===== src/rtl/life_pkg.sv =====
// Shared encoding of the life sequencer FSM, also decoded by the display controller.
package life_pkg;

  typedef enum logic [2:0] {
    S_IDLE = 3'd0,
    S_RUN  = 3'd1,
    S_STEP = 3'd2,
    S_LOAD = 3'd3,
    S_HALT = 3'd4
  } life_state_e;

endpackage


===== src/rtl/life_tick_div.sv =====
// Generation-rate divider: counts 0..TICK_DIV-1 while enabled and pulses one cycle
// before the terminal count, so the registered map write lands on the terminal cycle.
module life_tick_div #(
  parameter int TICK_DIV = 4
) (
  input  logic clock,
  input  logic reset,
  input  logic clear,
  input  logic enable,
  output logic tick
);

  localparam int CW = $clog2(TICK_DIV);

  logic [CW-1:0] cnt_q, cnt_d;

  always_comb begin
    cnt_d = cnt_q;
    if (clear) begin
      cnt_d = '0;
    end else if (enable) begin
      cnt_d = (cnt_q == CW'(TICK_DIV - 1)) ? '0 : cnt_q + CW'(1);
    end
  end

  always_ff @(posedge clock or posedge reset) begin
    if (reset) begin
      cnt_q <= '0;
    end else begin
      cnt_q <= cnt_d;
    end
  end

  assign tick = enable && !clear && (cnt_q == CW'(TICK_DIV - 2));

endmodule


===== src/rtl/life_sequencer.sv =====
// Sequencer for an external Game-of-Life map register: load, single step, free-run
// with optional auto-halt on stable or extinct maps.
//
//   state  | meaning
//   IDLE   | waiting for run, step or load_req
//   RUN    | free-run, one commit every TICK_DIV cycles
//   STEP   | single commit cycle
//   LOAD   | writing the captured pattern into the map
//   HALT   | auto-halted; only load_req leaves
module life_sequencer
  import life_pkg::*;
#(
  parameter  int map_width = 8,
  parameter  int TICK_DIV  = 4,
  parameter  int GEN_W     = 16,
  parameter  int AUTO_HALT = 1,
  localparam int N         = map_width * map_width
) (
  input  logic             clock,
  input  logic             reset,
  input  logic             run,
  input  logic             step,
  input  logic             load_req,
  input  logic [N-1:0]     load_pattern,
  input  logic [N-1:0]     cur_state,
  input  logic [N-1:0]     next_state,
  output logic             map_enable,
  output logic [N-1:0]     map_state_in,
  output logic [GEN_W-1:0] generation,
  output logic             stable,
  output logic             extinct,
  output logic             halted
);

  life_state_e      state_q, state_d;
  logic [N-1:0]     pattern_q;
  logic             map_en_q, map_en_d;
  logic [GEN_W-1:0] gen_q;
  logic             stable_q, extinct_q, halted_q;
  logic             commit, same_w, empty_w;
  logic             div_enable, div_clear, tick;

  // map_en_q high outside LOAD marks the cycle in which next_state is being written
  assign commit  = map_en_q && (state_q == S_RUN || state_q == S_STEP);
  assign same_w  = (next_state == cur_state);
  assign empty_w = (next_state == '0);

  always_comb begin
    state_d = state_q;
    if (load_req) begin
      state_d = S_LOAD;
    end else begin
      case (state_q)
        S_IDLE: begin
          if (run)       state_d = S_RUN;
          else if (step) state_d = S_STEP;
        end
        S_RUN: begin
          if (!run) begin
            state_d = S_IDLE;
          end else if (commit && (AUTO_HALT != 0) && (same_w || empty_w)) begin
            state_d = S_HALT;
          end
        end
        S_STEP:  state_d = S_IDLE;
        S_LOAD:  state_d = S_IDLE;
        S_HALT:  state_d = S_HALT;
        default: state_d = S_IDLE;
      endcase
    end
  end

  assign div_enable = (state_q == S_RUN);
  assign div_clear  = (state_d != S_RUN);

  life_tick_div #(
    .TICK_DIV (TICK_DIV)
  ) u_div (
    .clock  (clock),
    .reset  (reset),
    .clear  (div_clear),
    .enable (div_enable),
    .tick   (tick)
  );

  assign map_en_d = (state_d == S_LOAD) || (state_d == S_STEP) || tick;

  always_ff @(posedge clock or posedge reset) begin
    if (reset) begin
      state_q   <= S_IDLE;
      pattern_q <= '0;
      map_en_q  <= 1'b0;
      gen_q     <= '0;
      stable_q  <= 1'b0;
      extinct_q <= 1'b0;
      halted_q  <= 1'b0;
    end else begin
      state_q  <= state_d;
      map_en_q <= map_en_d;
      halted_q <= (state_d == S_HALT);
      if (load_req) begin
        pattern_q <= load_pattern;
      end
      if (state_q == S_LOAD) begin
        gen_q     <= '0;
        stable_q  <= 1'b0;
        extinct_q <= 1'b0;
      end else if (commit) begin
        if (gen_q != '1) begin
          gen_q <= gen_q + GEN_W'(1);
        end
        stable_q  <= same_w;
        extinct_q <= empty_w;
      end
    end
  end

  assign map_enable   = map_en_q;
  assign map_state_in = (state_q == S_LOAD) ? pattern_q : next_state;
  assign generation   = gen_q;
  assign stable       = stable_q;
  assign extinct      = extinct_q;
  assign halted       = halted_q;

endmodule


===== config.mk =====
export PLATFORM = sky130hd
export DESIGN_NAME = life_sequencer
export DESIGN_NICKNAME = d
export VERILOG_FILES = /design/src/rtl/life_pkg.sv /design/src/rtl/life_tick_div.sv /design/src/rtl/life_sequencer.sv
export SDC_FILE = /design/constraint.sdc
export NUM_CORES = 1
export LEC_CHECK = 0
export CORE_MARGIN = 2
export CORE_UTILIZATION = 44
export CTS_BUF_LIST = sky130_fd_sc_hd__clkbuf_4 sky130_fd_sc_hd__clkbuf_8
export DETAILED_ROUTE_END_ITERATION = 12
export PLACE_DENSITY_LB_ADDON = 0.1
export SLEW_MARGIN = 10
export SYNTH_ARGS = -nofsm -noshare
export SYNTH_HDL_FRONTEND = slang
export SYNTH_SLANG_ARGS = --single-unit

===== constraint.sdc =====
create_clock -name clock -period 5.65 [get_ports clock]
set_input_delay 0.565 -clock clock [delete_from_list [all_inputs] [get_ports clock]]
set_output_delay 0.565 -clock clock [all_outputs]
set_load 0.05 [all_outputs]

### Word-level counts from Yosys, hierarchy flattened

Cells that the tools add are included.

| operators by class | value |
|---|---|
| add/sub/neg operators | 2 |
| multiplexer cells | 17 |
| equality and inequality tests | 12 |
| reduce and logical (&&, ||, !) cells | 15 |

Operators by type and width:

| cell | number |
|---|---|
| 64-bit == test | 1 |
| 64-bit logical NOT | 1 |
| 64-bit two-way mux | 1 |
| 16-bit two-way mux | 3 |
| 16-bit by 1-bit adder with 16-bit output (second input constant) | 1 |
| 16-bit inequality test (second input constant) | 1 |
| 3-bit two-way mux | 5 |
| 3-bit by 2-bit == test with 1-bit output (second input constant) | 4 |
| 3-bit case mux with 3 select lines | 1 |
| 3-bit == test (second input constant) | 2 |
| 2-bit two-way mux | 3 |
| 2-bit nonzero test | 3 |
| 2-bit == test (second input constant) | 2 |
| 1-bit logical AND | 4 |
| 1-bit logical OR | 4 |
| 1-bit two-way mux | 4 |
| 3-bit by 1-bit == test with 1-bit output (second input constant) | 1 |
| 3-bit logical NOT | 1 |
| 3-bit by 1-bit inequality test with 1-bit output (second input constant) | 1 |
| 2-bit by 1-bit adder with 2-bit output (second input constant) | 1 |
| 2-bit AND reduction | 1 |
| 1-bit logical NOT | 1 |

| word-level totals | value |
|---|---|
| flip-flop bits (word level) | 89 |
| input port bits | 197 |
| logic and storage cells | 54 |
| output and inout bits | 84 |

### Logic depth before layout (Yosys ltp)

Gate-level depths: netlist (run 1).

| logic depth | value |
|---|---|
| depth in word-level cells | 13 |
| gate-level depth with buffers | 7 |
| mapped depth without buffers | 7 |

### Hierarchy

From an unflattened synthesis (run 1), not the netlist that was laid out.

| second synthesis, totals | value |
|---|---|
| cells, all modules | 581 |
| area, all modules | 5222.5 um2 |

By module, submodules not included:

| module | cells each | area each (um2) | seq. area each (um2) | times used |
|---|---|---|---|---|
| life_sequencer | 569 | 5103.6 | 2177.1 | 1 |
| life_tick_div | 12 | 118.9 | 50.0 | 1 |

### Worst setup path before layout (run 1)

Ideal clock, no wire load.

| path | value |
|---|---|
| path kind | register to output |
| start | register state_q[0] |
| end | output port map_state_in[25] |
| required time | 5085 ps |
| cell stages (with the launch flop) | 8 |
| data arrival time | 1652 ps |
| setup slack | 3433 ps |
| buffers on the path | 3 |
| path through | dfrtp_1 -> buf_4 -> nand2_1 -> nor2_1 -> clkbuf_1 -> buf_1 -> nand2_1 -> nand2_1 |

| on the way | value |
|---|---|
| longest elaborated chain between the ends | 2 |

Ends and longest elaborated chain:

| element | line | text |
|---|---|---|
| from (decl) | life_sequencer.sv:35 | `life_state_e state_q, state_d;` |
| from (signal assigned) | life_sequencer.sv:98 | `state_q <= state_d;` |
| 3-bit by 2-bit == test with 1-bit output | life_sequencer.sv:119 | `assign map_state_in = (state_q == S_LOAD) ? pattern_q : next_state;` |
| 64-bit two-way mux | life_sequencer.sv:119 |  |
| to (decl) | life_sequencer.sv:28 | `output logic [N-1:0] map_state_in,` |

Every way passes these cells.

### Worst setup path after layout (run 1)

| path | value |
|---|---|
| start | register state_q[0] |
| end | output port map_state_in[61] |

The elaborated chain is that of the path after synthesis.

==> flow_metrics.env, run 1 <==
export IMPL_hold_ws_ps=513
export IMPL_worstPathMaxFanout=45
export IMPL_grt_pass1_wl_um=30300
export IMPL_gp_congestion=0.947
export IMPL_crit_path_end_kind="primary output"
export IMPL_ys_ff_latch=89
export IMPL_synth_area_mm2=0.00527
export IMPL_r2r_start="state_q[0]"
export IMPL_worstPathRequired_ps=5090
export IMPL_final_cell_area_mm2=0.00837
export IMPL_pwr_density_cell_mw_per_mm2=224
export IMPL_die_y_um=113
export IMPL_hp_class="reg -> reg"
export IMPL_p_clk_frac=0.236
export IMPL_ys_seq_area_frac=0.423
export IMPL_grt_usage=0.314
export IMPL_worstMarginPinSlew_ps=1080
export IMPL_final_instance_count_excl_fill=1001
export IMPL_synth_cell_types=40
export IMPL_setup_violations=0
export IMPL_fin_util=0.724
export IMPL_post_cts_buffers=0
export IMPL_nNetsFinal=1054
export IMPL_reg2regPathDepth=4
export IMPL_cts_root_buf="clkbuf_8"
export IMPL_wirelength_um=20300
export IMPL_worst_setup_path_start_kind="register"
export IMPL_core_rowCount=39
export IMPL_maxCapViolations=0
export IMPL_initial_utilization=0.455
export IMPL_cts_sinks=89
export IMPL_outcome="finished clean"
export IMPL_vdd_drop_max_mv=0.160
export IMPL_share_seq_of_total_power=0.389
export IMPL_reg2reg_slack_ps=3460
export IMPL_overflow=0
export IMPL_finClkSkew_ps=11.8
export IMPL_cts_resized=0
export IMPL_ant_nets=0
export IMPL_io_buffers=280
export IMPL_worst_setup_path_type="reg -> out"
export IMPL_drive_above_1_share=0.111
export IMPL_ios=281
export IMPL_num_vias=5348
export IMPL_fin_ws_ps=1760
export IMPL_diodes=0
export IMPL_p_int_mw=1.21
export IMPL_clkTransAtPathRegs_ps=90
export IMPL_min_period_ps=3890
export IMPL_comb_power_share=0.375
export IMPL_p_sw_uw=669
export IMPL_clkLatencyLatePin_ps=370
export IMPL_drc=0
export IMPL_placed_cell_area_mm2=0.00817
export IMPL_dp_slack_ps=2200
export IMPL_cts_tree="built"
export IMPL_r2r_end="generation[3]"
export IMPL_slew_limit_headroom=0.282
export IMPL_coreArea_mm2=0.0116
export IMPL_min_to="pattern_q[33]"
export IMPL_hold_violations=0
export IMPL_dp_cells=986
export IMPL_syn_area_per_cell_um2=9.00
export IMPL_grt_max_degree=90
export IMPL_yosys_warnings=0
export IMPL_fp_dieW_um=113
export IMPL_final_common_cell="clkdlybuf4s50_1"
export IMPL_critPathArrivalTime_ps=3330
export IMPL_via_per_inst=5.34
export IMPL_clock_fmax_ghz=0.257
export IMPL_p_sw_frac=0.357
export IMPL_min_from="pattern_q[33]"
export IMPL_leakagePower_nw=3.60
export IMPL_syn_to_final_growth_pct=58.9
export IMPL_rsz0062_at_grt="no"
export IMPL_final_setup_tns_ps=0
export IMPL_syn_nets=785
export IMPL_grt_pass1_vias=5575
export IMPL_cts_max_path_buffers=2
export IMPL_drtPass1Iterations=5
export IMPL_whs_path_depth=1
export IMPL_layout_common_cells="279 x clkdlybuf4s50_1, 206 x nand2_1, 89 x dfrtp_1, 64 x mux2_2, 57 x xor2_1"
export IMPL_slew_viol_final=0
export IMPL_cts_made_buffers=9
export IMPL_cts_hold_buf=0
export IMPL_syn_inst=585
export IMPL_fin_total_pwr_mw=1.88
export IMPL_finalCritPeriodShare=0.689
export IMPL_wl_per_cell_um=20.3
export IMPL_drtIter0Drc=347
export IMPL_dp_hpwl_um=16300
export IMPL_htree_levels=3
export IMPL_die_area_mm2=0.0129
export IMPL_antenna_found_initial=0
[registers in the layout, summed over array words and instances, names as in the netlist]
name         count
u_div.cnt_q      2
map_enable       1
pattern_q       64
halted           1
state_q          3
stable           1
extinct          1
generation      16
[synthesized netlist by cell type]
library cell | number | area (um^2)
and2_1 | 1 | 6.26
xor2_1 | 57 | 499
nor3_2 | 1 | 10.0
nand3b_2 | 1 | 11.3
a21oi_1 | 4 | 20.0
nor4b_1 | 1 | 8.76
or4_1 | 1 | 7.51
dfrtp_1 | 89 | 2230
clkbuf_1 | 16 | 60.1
nand2_1 | 206 | 773
o21ai_1 | 4 | 20.0
inv_1 | 6 | 22.5
and3b_1 | 1 | 8.76
a31o_1 | 1 | 8.76
o21ai_0 | 2 | 10.0
mux2i_1 | 1 | 10.0
or3_1 | 1 | 6.26
or2_1 | 2 | 12.5
nor4_1 | 28 | 175
nor3_1 | 4 | 20.0
nor2_2 | 2 | 12.5
buf_1 | 7 | 26.3
nor4_2 | 2 | 25.0
xnor2_1 | 19 | 166
mux2_2 | 64 | 721
and3_1 | 1 | 6.26
a32o_1 | 1 | 10.0
nand4b_1 | 1 | 8.76
nor2_1 | 21 | 78.8
and4_1 | 3 | 26.3
nor3b_1 | 1 | 7.51
a31oi_1 | 1 | 6.26
nand4_1 | 18 | 113
nand4_2 | 1 | 12.5
buf_4 | 2 | 15.0
nand3_1 | 8 | 40.0
nor4_4 | 1 | 21.3
a21o_2 | 1 | 8.76
ha_1 | 3 | 37.5
or2_2 | 1 | 6.26
[how the worst max path moves through the flow]
stage                    start          endpoint  slack (ps)  cells after the start
floorplan                reset           extinct        2780                      1
global placement    state_q[0]   map_state_in[0]        2290                      6
detailed placement  state_q[0]  map_state_in[61]        2200                      6
CTS                 state_q[0]  map_state_in[61]        1760                      6
global route        state_q[0]  map_state_in[62]        1550                      6
finish              state_q[0]  map_state_in[61]        1760                      6
[critical path: stages, from the launching register on]
cell             delay (ps)
dfrtp_1                 510
nand2_1                 160
nor2_4                  780
buf_4                   470
nand2_1                 100
nand2_1                  80
clkdlybuf4s50_1         810
[metal layers]
layer	routed length, um	vias up	track usage
met1	7970	2584	0.374
li1	-	2497	-
met2	10400	226	0.552
met4	654	0	0.117
met3	1240	41	0.0733
met5	0	-	0
[final cells by class]
class                   count  area (um^2)
inverters                   6         27.5
clock buffers              10          138
repair buffers            283         2820
well taps                 143          179
flip-flops and latches     89         2230
clock inverters             5         53.8
fillers                   901         3200
multi-input cells         465         2920
[power groups by stage]
| stage | combinational (mW) | clock, mW | sequential (mW) |
|---|---|---|---|
| 2_1_floorplan | 0.361 | 0 | 0.748 |
| 3_3_place_gp | 0.694 | 0 | 0.736 |
| 3_5_place_dp | 0.702 | 0 | 0.739 |
| 4_1_cts | 0.705 | 0.452 | 0.728 |
| 5_1_grt | 0.740 | 0.479 | 0.735 |
| 6_report | 0.703 | 0.444 | 0.729 |
[kinds of logic after synthesis]
kind of cell	after synthesis	synth area share
multiplexers	65	0.139
AND/OR/NAND/NOR	307	0.265
adder cells (fa/ha/maj)	3	0.00713
flip-flops	89	0.423
XOR/XNOR	76	0.126
AO/OA/AOI/OAI	14	0.0159
buffers and inverters	31	0.0235
Note: power is estimated with default switching activity, not from simulation.
==> run 2, diff against run 1 <==
CORE_UTILIZATION = 37   (was 44)
clock period = 3.3 ns   (was 5.65 ns; I/O delays follow)
==> run 2 against run 1 <==
Critical path depth unchanged. Combinational power up 72%. Via count down 1.4%. Largest cell class unchanged. Hold slack worse by 41 ps. Cell area up 0.37%. Core utilization down 12 points. Wire length up 1.4%. Clock-buffer cell count unchanged.
==> flow_metrics.env, run 2 (synthesis results as in run 1) <==
export IMPL_outcome="finished clean"
export IMPL_pwr_density_cell_mw_per_mm2=374
export IMPL_hold_ws_ps=472
export IMPL_die_y_um=123
export IMPL_largest_register_ffs=64
export IMPL_worst_setup_path_type="reg -> out"
export IMPL_final_common_cell="clkdlybuf4s50_1"
export IMPL_finalCritPeriodShare=0.866
export IMPL_path_cells="nand2_1 > or2_2 > buf_12 > nand2_1 > nand2_1 > clkdlybuf4s50_1"
export IMPL_slew_viol_final=0
export IMPL_cts_sinks=89
export IMPL_cts_tree="built"
export IMPL_gp_congestion=0.876
export IMPL_placed_cell_area_mm2=0.00823
export IMPL_setup_violations=0
export IMPL_dp_hpwl_um=16400
export IMPL_clkTransAtPathRegs_ps=90
export IMPL_fp_dieW_um=123
export IMPL_dp_cells=1026
export IMPL_cts_root_buf="clkbuf_8"
export IMPL_initial_utilization=0.379
export IMPL_io_buffers=280
export IMPL_worstPathMaxFanout=70
export IMPL_final_cell_area_mm2=0.00840
export IMPL_final_instance_count_excl_fill=1041
export IMPL_grt_pass1_vias=5432
export IMPL_grt_pass1_wl_um=30100
export IMPL_critPathTopFamily="buffers and inverters"
export IMPL_syn_to_final_growth_pct=59.5
export IMPL_layout_common_cells="261 x clkdlybuf4s50_1, 206 x nand2_1, 89 x dfrtp_1, 64 x mux2_2, 57 x xor2_1"
export IMPL_min_period_ps=2860
export IMPL_cts_resized=0
export IMPL_coreArea_mm2=0.0139
export IMPL_worstMarginPinSlew_ps=1170
export IMPL_grt_max_degree=77
export IMPL_slowest_delay_ps=820
export IMPL_critPathArrivalTime_ps=2530
export IMPL_nNetsFinal=1057
export IMPL_dp_slack_ps=518
export IMPL_final_setup_tns_ps=0
export IMPL_post_cts_buffers=0
export IMPL_maxCapViolations=0
export IMPL_crit_path_end_kind="primary output"
export IMPL_drtIter0Drc=260
export IMPL_hold_violations=0
export IMPL_path_buf_inv=2
export IMPL_regMostFlops="pattern_q"
export IMPL_grt_usage=0.269
export IMPL_drtPass1Iterations=4
export IMPL_num_vias=5272
export IMPL_worstPathRequired_ps=2970
export IMPL_wl_per_cell_um=19.8
export IMPL_drive_above_1_share=0.135
export IMPL_worst_setup_path_start_kind="register"
export IMPL_die_area_mm2=0.0152
export IMPL_core_rowCount=43
export IMPL_clkLatencyLatePin_ps=370
export IMPL_ant_nets=0
export IMPL_slew_limit_headroom=0.217
export IMPL_fill_cells=1250
export IMPL_cts_made_buffers=9
export IMPL_cp_slowest_cell="clkdlybuf4s50_1"
export IMPL_vdd_drop_max_mv=0.185
export IMPL_fin_util=0.605
export IMPL_clock_fmax_ghz=0.350
export IMPL_leakagePower_nw=3.62
export IMPL_hp_class="in -> async"
export IMPL_finClkSkew_ps=16.7
export IMPL_ios=281
export IMPL_rsz0062_at_grt="no"
export IMPL_cts_hold_buf=0
export IMPL_drc=0
export IMPL_htree_levels=3
export IMPL_crit_top_cell="nand2_1"
export IMPL_fin_ws_ps=442
export IMPL_via_per_inst=5.06
export IMPL_antenna_found_initial=0
export IMPL_fin_total_pwr_mw=3.14
export IMPL_diodes=0
export IMPL_cts_max_path_buffers=2
export IMPL_wirelength_um=20600
export IMPL_overflow=0
## run 2: cell types whose count changed in the layout (fill, tap and decap cells not counted)
cell / before / now
bufinv_16: 1 / 0
inv_6: 2 / 0
clkinv_4: 0 / 1
clkinvlp_4: 0 / 2
buf_12: 0 / 3
clkdlybuf4s50_1: 279 / 261
clkbuf_4: 0 / 1
clkbuf_8: 10 / 9
buf_4: 3 / 21
## run 2: layout make-up
type,instances,area [um^2],area share
multi-input combinational,465,2920,0.348
timing repair buffer,286,2840,0.338
sequential,89,2230,0.265
tap,180,225,0.0268
clock buffer,10,131,0.0156
clock inverter,5,33.8,0.00402
inverter,6,23.8,0.00283
## run 2: path summary, 6_finish.rpt
path / startpoint / end / depth (start not counted) / slack (ps)
setup reg to reg: state_q[0] / u_div.cnt_q[0] / 6 / 1330
hold reg to reg: pattern_q[20] / pattern_q[20] / 1 / 510
min in group clock: pattern_q[20] / pattern_q[20] / 1 / 510
setup / recovery: state_q[0] / map_state_in[42] / 6 / 440
hold / removal: reset / pattern_q[50] / 2 / 470
max in group asynchronous: reset / pattern_q[1] / 3 / 1940
## run 2: report_power, final
group | leakage, nW | switching [mW] | internal, mW
sequential | 1.09 | 0.0602 | 1.18
combinational | 2.45 | 0.690 | 0.521
clock | 0.0815 | 0.411 | 0.277
## run 2: routing by layer
| metal | up-vias | GRT usage | share of wire |
|---|---|---|---|
| met5 | - | 0 | 0 |
| met4 | 0 | 0.111 | 0.032 |
| met3 | 34 | 0.0595 | 0.073 |
| met2 | 221 | 0.450 | 0.50 |
| met1 | 2510 | 0.336 | 0.39 |
| li1 | 2507 | - | - |
==> run 3, diff against run 2 <==
SETUP_SLACK_MARGIN = 0.1   (was default)
==> results of run 3 <==
Final layout, timing and power as in run 2 (identical DEF).
